File: config.mk
export PLATFORM = sky130hd
export DESIGN_NAME = ram_port_arbiter
export DESIGN_NICKNAME = d
export VERILOG_FILES = /design/src/rtl/ram_port_arbiter.sv
export SDC_FILE = /design/constraint.sdc
export NUM_CORES = 1
export LEC_CHECK = 0
export BUFFER_PORTS_ARGS = -buffer_cell sky130_fd_sc_hd__buf_2
export CAP_MARGIN = 20
export CORE_AREA = 2 2 97 99
export DETAILED_ROUTE_END_ITERATION = 16
export DIE_AREA = 0 0 99 101
export GPL_TIMING_DRIVEN = 1
export MAX_ROUTING_LAYER = met4
export PLACE_DENSITY = 0.63
export RECOVER_POWER = 100
export SLEW_MARGIN = 10
export SYNTH_ARGS = -nofsm -noshare
export SYNTH_HDL_FRONTEND = slang
export SYNTH_SLANG_ARGS = --single-unit
File: constraint.sdc
create_clock -name clk -period 1.4 [get_ports clk]
set_input_delay 0.14 -clock clk [delete_from_list [all_inputs] [get_ports clk]]
set_output_delay 0.14 -clock clk [all_outputs]
set_load 0.02 [all_outputs]
File: src/rtl/ram_port_arbiter.sv
// ram_port_arbiter: shares one single-port, byte-writable 32-bit RAM between
// m0 (CPU load/store) and m1 (display engine).
//   clk, rst              clock, synchronous active-high reset
//   m0_* / m1_*           master request (req/we/addr/wdata), grant, read return
//   ram_cs/we/addr/din    RAM command for the granted master
//   ram_dout              RAM read data, one cycle after ram_cs
// m1 wins contention until it has been granted MAX_STREAK times in a row while
// m0 waited; then m0 gets one slot.
module ram_port_arbiter #(
    parameter int unsigned AW         = 12,
    parameter int unsigned MAX_STREAK = 4
) (
    input  logic          clk,
    input  logic          rst,
    input  logic          m0_req,
    input  logic [3:0]    m0_we,
    input  logic [AW-1:0] m0_addr,
    input  logic [31:0]   m0_wdata,
    output logic          m0_gnt,
    output logic          m0_rvalid,
    output logic [31:0]   m0_rdata,
    input  logic          m1_req,
    input  logic [3:0]    m1_we,
    input  logic [AW-1:0] m1_addr,
    input  logic [31:0]   m1_wdata,
    output logic          m1_gnt,
    output logic          m1_rvalid,
    output logic [31:0]   m1_rdata,
    output logic          ram_cs,
    output logic [3:0]    ram_we,
    output logic [AW-1:0] ram_addr,
    output logic [31:0]   ram_din,
    input  logic [31:0]   ram_dout
);

    localparam int unsigned SW = 4;
    localparam logic [SW-1:0] STREAK_LIMIT = SW'(MAX_STREAK);

    logic [SW-1:0] streak;
    logic          rd_pend;
    logic          rd_owner;   // 0 = m0, 1 = m1

    // Grant decision: m1 priority unless m0 has waited through a full streak.
    always_comb begin
        m0_gnt = 1'b0;
        m1_gnt = 1'b0;
        if (!rst) begin
            if (m1_req && (!m0_req || (streak != STREAK_LIMIT))) begin
                m1_gnt = 1'b1;
            end else if (m0_req) begin
                m0_gnt = 1'b1;
            end
        end
    end

    // RAM command mux; all zero when nobody is granted.
    always_comb begin
        ram_cs   = 1'b0;
        ram_we   = 4'b0000;
        ram_addr = '0;
        ram_din  = 32'd0;
        if (m1_gnt) begin
            ram_cs   = 1'b1;
            ram_we   = m1_we;
            ram_addr = m1_addr;
            ram_din  = m1_wdata;
        end else if (m0_gnt) begin
            ram_cs   = 1'b1;
            ram_we   = m0_we;
            ram_addr = m0_addr;
            ram_din  = m0_wdata;
        end
    end

    // Streak counter and read-return owner tag.
    always_ff @(posedge clk) begin
        if (rst) begin
            streak   <= '0;
            rd_pend  <= 1'b0;
            rd_owner <= 1'b0;
        end else begin
            if (m1_gnt && m0_req) begin
                streak <= (streak == STREAK_LIMIT) ? streak : streak + SW'(1);
            end else begin
                streak <= '0;
            end
            rd_pend <= ram_cs && (ram_we == 4'b0000);
            if (ram_cs && (ram_we == 4'b0000)) begin
                rd_owner <= m1_gnt;
            end
        end
    end

    // Return steering; rst masks a return already in flight.
    always_comb begin
        m0_rvalid = rd_pend && !rst && !rd_owner;
        m1_rvalid = rd_pend && !rst && rd_owner;
        m0_rdata  = m0_rvalid ? ram_dout : 32'd0;
        m1_rdata  = m1_rvalid ? ram_dout : 32'd0;
    end

endmodule
---- Yosys cells after proc, flatten, opt, wreduce, memory -nomap -nowiden ----
Cells that the tools add are included.
word-level totals
  register bits ........................... 6
  bits of input ports ..................... 132
  logic and storage cells ................. 34
  output and inout bits ................... 117
operators by class
  add/subtract/negate cells ............... 1
  eq/ne operators ......................... 2
  bitwise operators ....................... 1
  multiplexer cells ....................... 15
  reduce and logical (&&, ||, !) cells .... 12
operators by type and width
  cell                   count
  $mux W32               4
  $mux W12               2
  $mux W4                2
  $mux W1                7
  $logic_and A1 B1 Y1    6
  $add A4 B1 Y4 const B  1
  $eq A4 B3 Y1 const B   1
  $logic_not A4 Y1       1
  $ne A4 B3 Y1 const B   1
  $logic_not A1 Y1       3
  $reduce_or A2 Y1       1
  $logic_or A1 B1 Y1     1
  $not A1 Y1             1

---- Logic depth before layout (Yosys ltp) ----
Gate-level depths: netlist (run 1).
  word-level depth ........................ 9
  mapped depth ............................ 7
  mapped depth without buffers ............ 6

---- Least setup slack after synthesis (run 1) ----
Ideal clock, no wire load.
  kind .................................... register -> output
  start ................................... register streak[0]
  end ..................................... output port ram_din[15]
  cell stages (with the launch flop) ...... 8
  buffers on the path ..................... 2
  data arrival time ....................... 1,524 ps
  data required time ...................... 1,260 ps
  setup slack ............................. -264 ps
  cells stage by stage .................... dfxtp_1 -> inv_1 -> ha_1 -> nand3b_4 -> a211oi_2 -> buf_4 -> buf_6 -> a22o_1
on the way
  cells in the longest elaborated chain, start to end .. 7
  elaborated cells on any way between the ends .. 9
  classes of those cells .................. 1 x eq/ne; 6 x mux; 2 x reduce/logical
ends and longest elaborated chain
  element                 RTL line  source
  from (decl)             39        logic [SW-1:0] streak;
  from (signal assigned)  83        streak <= (streak == STREAK_LIMIT) ? streak : streak + SW'(1);
  $ne A4 B3 Y1 *          48        if (m1_req && (!m0_req || (streak != STREAK_LIMIT))) begin
  $logic_or A1 B1 Y1 *    48
  $logic_and A1 B1 Y1 *   48
  $mux W1                 48
  $mux W1                 47        if (!rst) begin
  $mux W32                67        end else if (m0_gnt) begin
  $mux W32 *              62        if (m1_gnt) begin
  to (decl)               32        output logic [31:0] ram_din,
Mark *: on every way between the ends. The rest lies on a longest branch, timed or not.

---- Worst setup path in the final report (run 1) ----
  start ................................... register streak[0]
  end ..................................... output port ram_din[21]
Same word-level chain as after synthesis.

==> flow_summary.toml, run 1 <==
[detailed_routing]
first_iter_violations = 35
routedWlPerCell_um = 16.0
vias = 2440
wl_mm = 8.90
drc = 0
viasPerCell = 4.39
dr.pass1.iters = 4
antenna_left = 0

[setup_path]
worstReg2RegStart = "streak[0]$_SDFFE_PP0P_"
crit_required_ns = 1.26
cp_slowest_cell = "dfxtp_2"
crit_family = "compound AO/OA/AOI/OAI gates"
worstReg2RegEnd = "rd_pend$_SDFF_PP0_"
endpoint_kind = "output port"
cp.arrival_ns = 1.71
path_max_fanout = 31
criticalPathCategory = "reg -> out"
cp.depth = 7
rr_worst_depth = 8
worstPathCellList = "inv_2 -> ha_4 -> nand3b_4 -> o21a_2 -> buf_12 -> a22o_4 -> buf_4"
cp_num_buf_inv = 3
startpoint_type = "flip-flop"
r2r_slack_ns = -0.12
max_stage_delay_ns = 0.31

[global_route]
grt_pass1_vias = 2329
grtUsageTotal_pct = 14.6
overflow = 0
antenna_found_initial = 0
grt_pass1_wl_mm = 11.5
grt_max_degree = 32

[clock_tree]
cts_root_buf = "clkbuf_8"
cts-htree-levels = 1
cts_tree = "built"
clock_sinks = 6
cts_buffers = 3
clkTransAtPathRegs_ns = 0.04
clk_latency_ns = 0.23
cts_buffer_depth = 2

[final_layout]
drive_gt1_share_pct = 91.0
synthToLayoutAreaGrowth_pct = 246
final_cell_area_mm2 = 0.00433
n_antenna_cell = 0
nets = 581
final_core_util_pct = 48.3

[logic_synthesis]
netlist_top_cells_count = "and2_1 (64), a22o_1 (48), buf_2 (7), clkbuf_1 (7)"
ys_warn_count = 0
synth_ff_type = "dfxtp_1"
async_reset_ff_share_pct = 0
avgSynthCellArea_um2 = 7.42
syn_area_mm2 = 0.00125
syn_inst = 169
yosys.area.top_type = "a22o_1"
yosysTopAreaCellShare_pct = 33.5
synth_edf_count = 0
ys_seq_area_share_pct = 9.58
synth.most_common_cell = "and2_1"
synth-seq-cells = 6
synthesis.nets = 303
synth_area_leaders = "a22o_1 (34%), and2_1 (32%), dfxtp_1 (9.6%), buf_2 (2.8%), clkbuf_1 (2.1%)"
ys_types = 27

[job]
max-cap-violations = 0

[timing]
slew_headroom_pct = 65.4
finalCriticalPeriod_ns = 1.85
fin_crit_sh_pct = 132
drv_slew = 0
fmax_ghz = 0.540
finalSetupViolCount = 116
holdWs_ns = 0.293
finalWorstSetupSlack_ns = -0.450
worst_slew_pin_slew_ns = 0.515
rsz0062_at_grt = "true"
hold_viol_final = 0
finalClockSkew_ns = 0.00225

[power_and_ir_drop]
powerDensity_mw_per_mm2 = 349
seqPwrFrac_pct = 11.9
power_frac_comb_pct = 70.8
p_int_mw = 0.958
p_total_mw = 1.51
ir_worst_vdd_v = 0.000339
pwr-share-clk_pct = 17.3
p_leak_nw = 2.30
p_sw_mw = 0.554
switching_share_pct = 36.6

[placed_design]
dp_hpwl_mm = 5.56
io_buffers = 248
dpl-instance-area_mm2 = 0.00311
place_ws_ns = -0.273
gp_congestion = 0.849

[floorplan]
die_y_um = 101
fp.dieArea_mm2 = 0.0100
boundaryPins = 249
chipWidth_um = 99
row_count = 35
start_util_pct = 14.0
core-area_mm2 = 0.00898

[outcome]
violations = "negative setup slack"
outcome = "finished, violations left"

[hold_path]
hold_path.class = "in -> reg"
min_from = "m1_we[1]"
hold_depth = 3
worstHoldEndpoint = "rd_pend$_SDFF_PP0_"
flip-flops by register name, summed over array words and instances (netlist names):
signal and count:
rd_pend 1, streak 4, rd_owner 1
layer usage:
metal / GRT usage, % / up-vias / wire length (um) / share of wire (%)
met4: 3.48 / 0 / 94 / 1.1
met5: - / - / 0 / 0
li1: - / 1172 / - / -
met1: 16.4 / 1124 / 3320 / 37
met3: 1.80 / 9 / 517 / 5.8
met2: 27.5 / 135 / 4960 / 56
area by class of cell:
type	instances	area, um2
sequential	6	124
fill	848	4650
clock buffer	3	41.3
multi-input combinational	142	1570
inverter	5	18.8
timing repair buffer	289	2440
tap	111	139
metrics by stage:
| step | TNS, ns | std cells |
|---|---|---|
| 2_1_floorplan | -2.90 | 169 |
| 5_1_grt | -38.37 | 556 |
| 3_3_place_gp | -10.45 | 529 |
| 4_1_cts | -34.09 | 553 |
| 3_5_place_dp | -11.91 | 529 |
| 6_report | -30.25 | 556 |
repair_timing:
item                                    CTS  global route
hold buffers                              0             0
endpoints found under the setup margin  116           117
gates cloned                              7             7
setup buffers                            14             3
resized for setup                       188           111
pin swaps                                47            15
worst register-to-register path, cell delays in order, from the launching register on:
cell and delay, ns:
dfxtp_2 0.31, inv_2 0.06, ha_4 0.15, nand3b_4 0.10, a211oi_4 0.26, buf_6 0.17, buf_6 0.15, nor2b_2 0.15
a2111oi_2 0.04
how the worst max path moves through the flow:
stage | startpoint | endpoint | slack, ns
after floorplan | streak[1]$_SDFFE_PP0P_ | ram_din[15] | -0.10
after global placement | streak[1]$_SDFFE_PP0P_ | ram_addr[3] | -0.23
after detailed placement | streak[1]$_SDFFE_PP0P_ | ram_addr[11] | -0.27
after CTS | streak[1]$_SDFFE_PP0P_ | ram_addr[11] | -0.48
after global routing | streak[0]$_SDFFE_PP0P_ | ram_addr[7] | -0.53
final | streak[0]$_SDFFE_PP0P_ | ram_din[21] | -0.45
cells in the final DEF (no fill, tap or decap), types with 3 or more instances in the layout:
cell and instances:
buf_4 28, inv_2 3, buf_12 7, clkbuf_16 3, and2_4 60, buf_6 112
a22o_1 9, nor2_1 6, and2_1 4, buf_2 135, dfxtp_1 3, dfxtp_2 3
clkbuf_8 3, a22o_4 39
logic make-up after synthesis:
family                     after synthesis  share of synthesized area, %
AOI/OAI and AO/OA                       57                          39.2
adders and majority gates                2                          2.00
buffers and inverters                   21                          7.88
DFF                                      6                          9.58
and+or+nand+nor                         83                          41.3
power by group through the flow:
stage	Sequential, mW	Combinational [mW]	Clock [mW]
after detailed placement	0.181	0.809	0
after global routing	0.180	1.13	0.279
final	0.180	1.07	0.261
after floorplan	0.181	0.442	0
after CTS	0.179	0.945	0.274
after global placement	0.181	0.796	0
Note: power is estimated with default switching activity, not from simulation.
==> run 2, diff against run 1 <==
--- a/config.mk
+++ b/config.mk
@@ -18,3 +18,4 @@
 export SYNTH_ARGS = -nofsm -noshare
 export SYNTH_HDL_FRONTEND = slang
 export SYNTH_SLANG_ARGS = --single-unit
+export TNS_END_PERCENT = 1
==> run 2 against run 1 <==
Net effect:
- clock-buffer cell count stayed put
- clock power hardly changed
- sequential cell count stayed put
- the run still ends with negative setup slack left
- critical endpoint is now ram_din[6]
- design area is 13% lower
- critical path type unchanged
- wire length is 9.8% lower
- final cell count is 2.2% lower
- setup slack better by 0.011 ns
- critical path depth is 1 higher
- die area stayed put
- via count is 4.2% lower
- highest routed layer unchanged
- power is 7.1% lower
==> flow_summary.toml, run 2 (synthesized netlist as in run 1, its figures left out) <==
[final_layout]
largest_register = "streak"
final_cell_mix = "buf_2 (177), buf_6 (68), and2_1 (62), a22o_4 (39), buf_4 (22)"
nets = 568
drive_gt1_share_pct = 77.1
largest_registers = "streak (4), rd_owner (1), rd_pend (1)"
largest_reg_flops = 4
final_cell_area_mm2 = 0.00376
synthToLayoutAreaGrowth_pct = 200
final_core_util_pct = 41.9
final_common_cell = "buf_2"

[floorplan]
core-area_mm2 = 0.00898
fp.dieArea_mm2 = 0.0100
row_count = 35
start_util_pct = 14.0
boundaryPins = 249
die_y_um = 101
chipWidth_um = 99

[detailed_routing]
first_iter_violations = 39
vias = 2338
antenna_left = 0
routedWlPerCell_um = 14.8
viasPerCell = 4.30
wl_mm = 8.03
drc = 0
dr.pass1.iters = 4

[setup_path]
worstReg2RegStart = "streak[0]$_SDFFE_PP0P_"
worstReg2RegEnd = "rd_pend$_SDFF_PP0_"
cp.arrival_ns = 1.70
rr_worst_depth = 8
path_max_fanout = 5
criticalPathCategory = "reg -> out"
crit_required_ns = 1.26
r2r_slack_ns = -0.09
endpoint_kind = "output port"
startpoint_type = "flip-flop"

[clock_tree]
cts_tree = "built"
cts_buffers = 3
cts_hold_buf = 0
clkTransAtPathRegs_ns = 0.04
cts_buffer_depth = 2
clock_sinks = 6
cts_root_buf = "clkbuf_8"
clk_latency_ns = 0.22
cts-htree-levels = 1

[global_route]
antenna_found_initial = 0
overflow = 0
grt_pass1_vias = 2304
grtUsageTotal_pct = 13.5
grt_max_degree = 34
grt_pass1_wl_mm = 10.8

[power_and_ir_drop]
p_int_mw = 0.877
p_sw_mw = 0.528
powerDensity_mw_per_mm2 = 374
seqPwrFrac_pct = 12.8
switching_share_pct = 37.6
p_leak_nw = 2.10
ir_worst_vdd_v = 0.000158
power_frac_comb_pct = 68.7
pwr-share-clk_pct = 18.5

[job]
max-cap-violations = 0

[hold_path]
worstHoldEndpoint = "rd_pend$_SDFF_PP0_"
hold_path.class = "in -> reg"
min_from = "rst"
hold_depth = 3

[outcome]
outcome = "finished, violations left"
violations = "negative setup slack"

[timing]
slew_headroom_pct = 73.9
finalClockSkew_ns = 0.00332
drv_slew = 0
rsz0062_at_grt = "true"
finalCriticalPeriod_ns = 1.84
hold_viol_final = 0
finalWorstSetupSlack_ns = -0.440
worst_slew_pin_slew_ns = 0.388
fmax_ghz = 0.544
fin_crit_sh_pct = 131
finalSetupViolCount = 110

[placed_design]
dpl-instance-area_mm2 = 0.00313
gp_congestion = 0.749
io_buffers = 248
dp_hpwl_mm = 6.09
-- run 2: cell type report --
type	instances	area, um2
Antenna cell	1	2.50
Clock buffer	3	41.3
Fill cell	877	5220
Inverter	5	18.8
Multi-Input combinational cell	142	1430
Sequential cell	6	123
Tap cell	111	139
Timing Repair Buffer	276	2000
-- run 2: timing repair --
| item | 4_1_cts | 5_1_grt |
|---|---|---|
| gates cloned | 1 | 4 |
| setup buffers | 2 | 1 |
| pin swaps | 3 | 4 |
| endpoints found under the setup margin | 116 | 116 |
| endpoints found under the hold margin | 0 | 0 |
| gates resized for setup | 56 | 90 |
-- run 2: routing by layer --
layer / share of wire [%] / GRT usage [%]
met5: 0 / -
met2: 55 / 25.4
met1: 38 / 15.0
met3: 5.6 / 1.32
met4: 1.1 / 4.00
-- run 2: worst max-delay path by stage --
| stage | start | end | slack (ns) |
|---|---|---|---|
| floorplan | streak[1]$_SDFFE_PP0P_ | ram_din[15] | -0.10 |
| global placement | streak[1]$_SDFFE_PP0P_ | ram_din[9] | -0.23 |
| detailed placement | streak[1]$_SDFFE_PP0P_ | ram_din[9] | -0.26 |
| CTS | streak[1]$_SDFFE_PP0P_ | ram_din[24] | -0.51 |
| global route | streak[0]$_SDFFE_PP0P_ | ram_we[3] | -0.50 |
| finish | streak[0]$_SDFFE_PP0P_ | ram_din[6] | -0.44 |
-- run 2: metrics by stage --
step	setup TNS (ns)	instances	hold slack, ns	worst slack [ns]	total power [mW]
5_1_grt	-30.03	543	0.355	-0.502	1.48
3_5_place_dp	-12.18	532	0.511	-0.261	1.00
2_1_floorplan	-4.03	169	0.216	-0.102	0.618
4_1_cts	-27.31	538	0.320	-0.514	1.29
3_3_place_gp	-10.58	532	0.500	-0.225	0.989
6_report	-21.60	544	0.332	-0.440	1.40
-- run 2: worst max-delay path, stage by stage, from the launching register on --
cell and delay (ns):
dfxtp_2 0.31, inv_2 0.06, ha_4 0.14, nand3b_4 0.10, a211oi_4 0.29, buf_6 0.19
clkbuf_16 0.16, a22o_4 0.11, buf_6 0.11
-- run 2: power by group through the flow --
stage          registers, mW  logic, mW  clock network [mW]
6_report               0.179      0.965               0.260
3_3_place_gp           0.181      0.808                   0
2_1_floorplan          0.181      0.437                   0
4_1_cts                0.179      0.841               0.269
3_5_place_dp           0.182      0.823                   0
5_1_grt                0.180       1.02               0.281
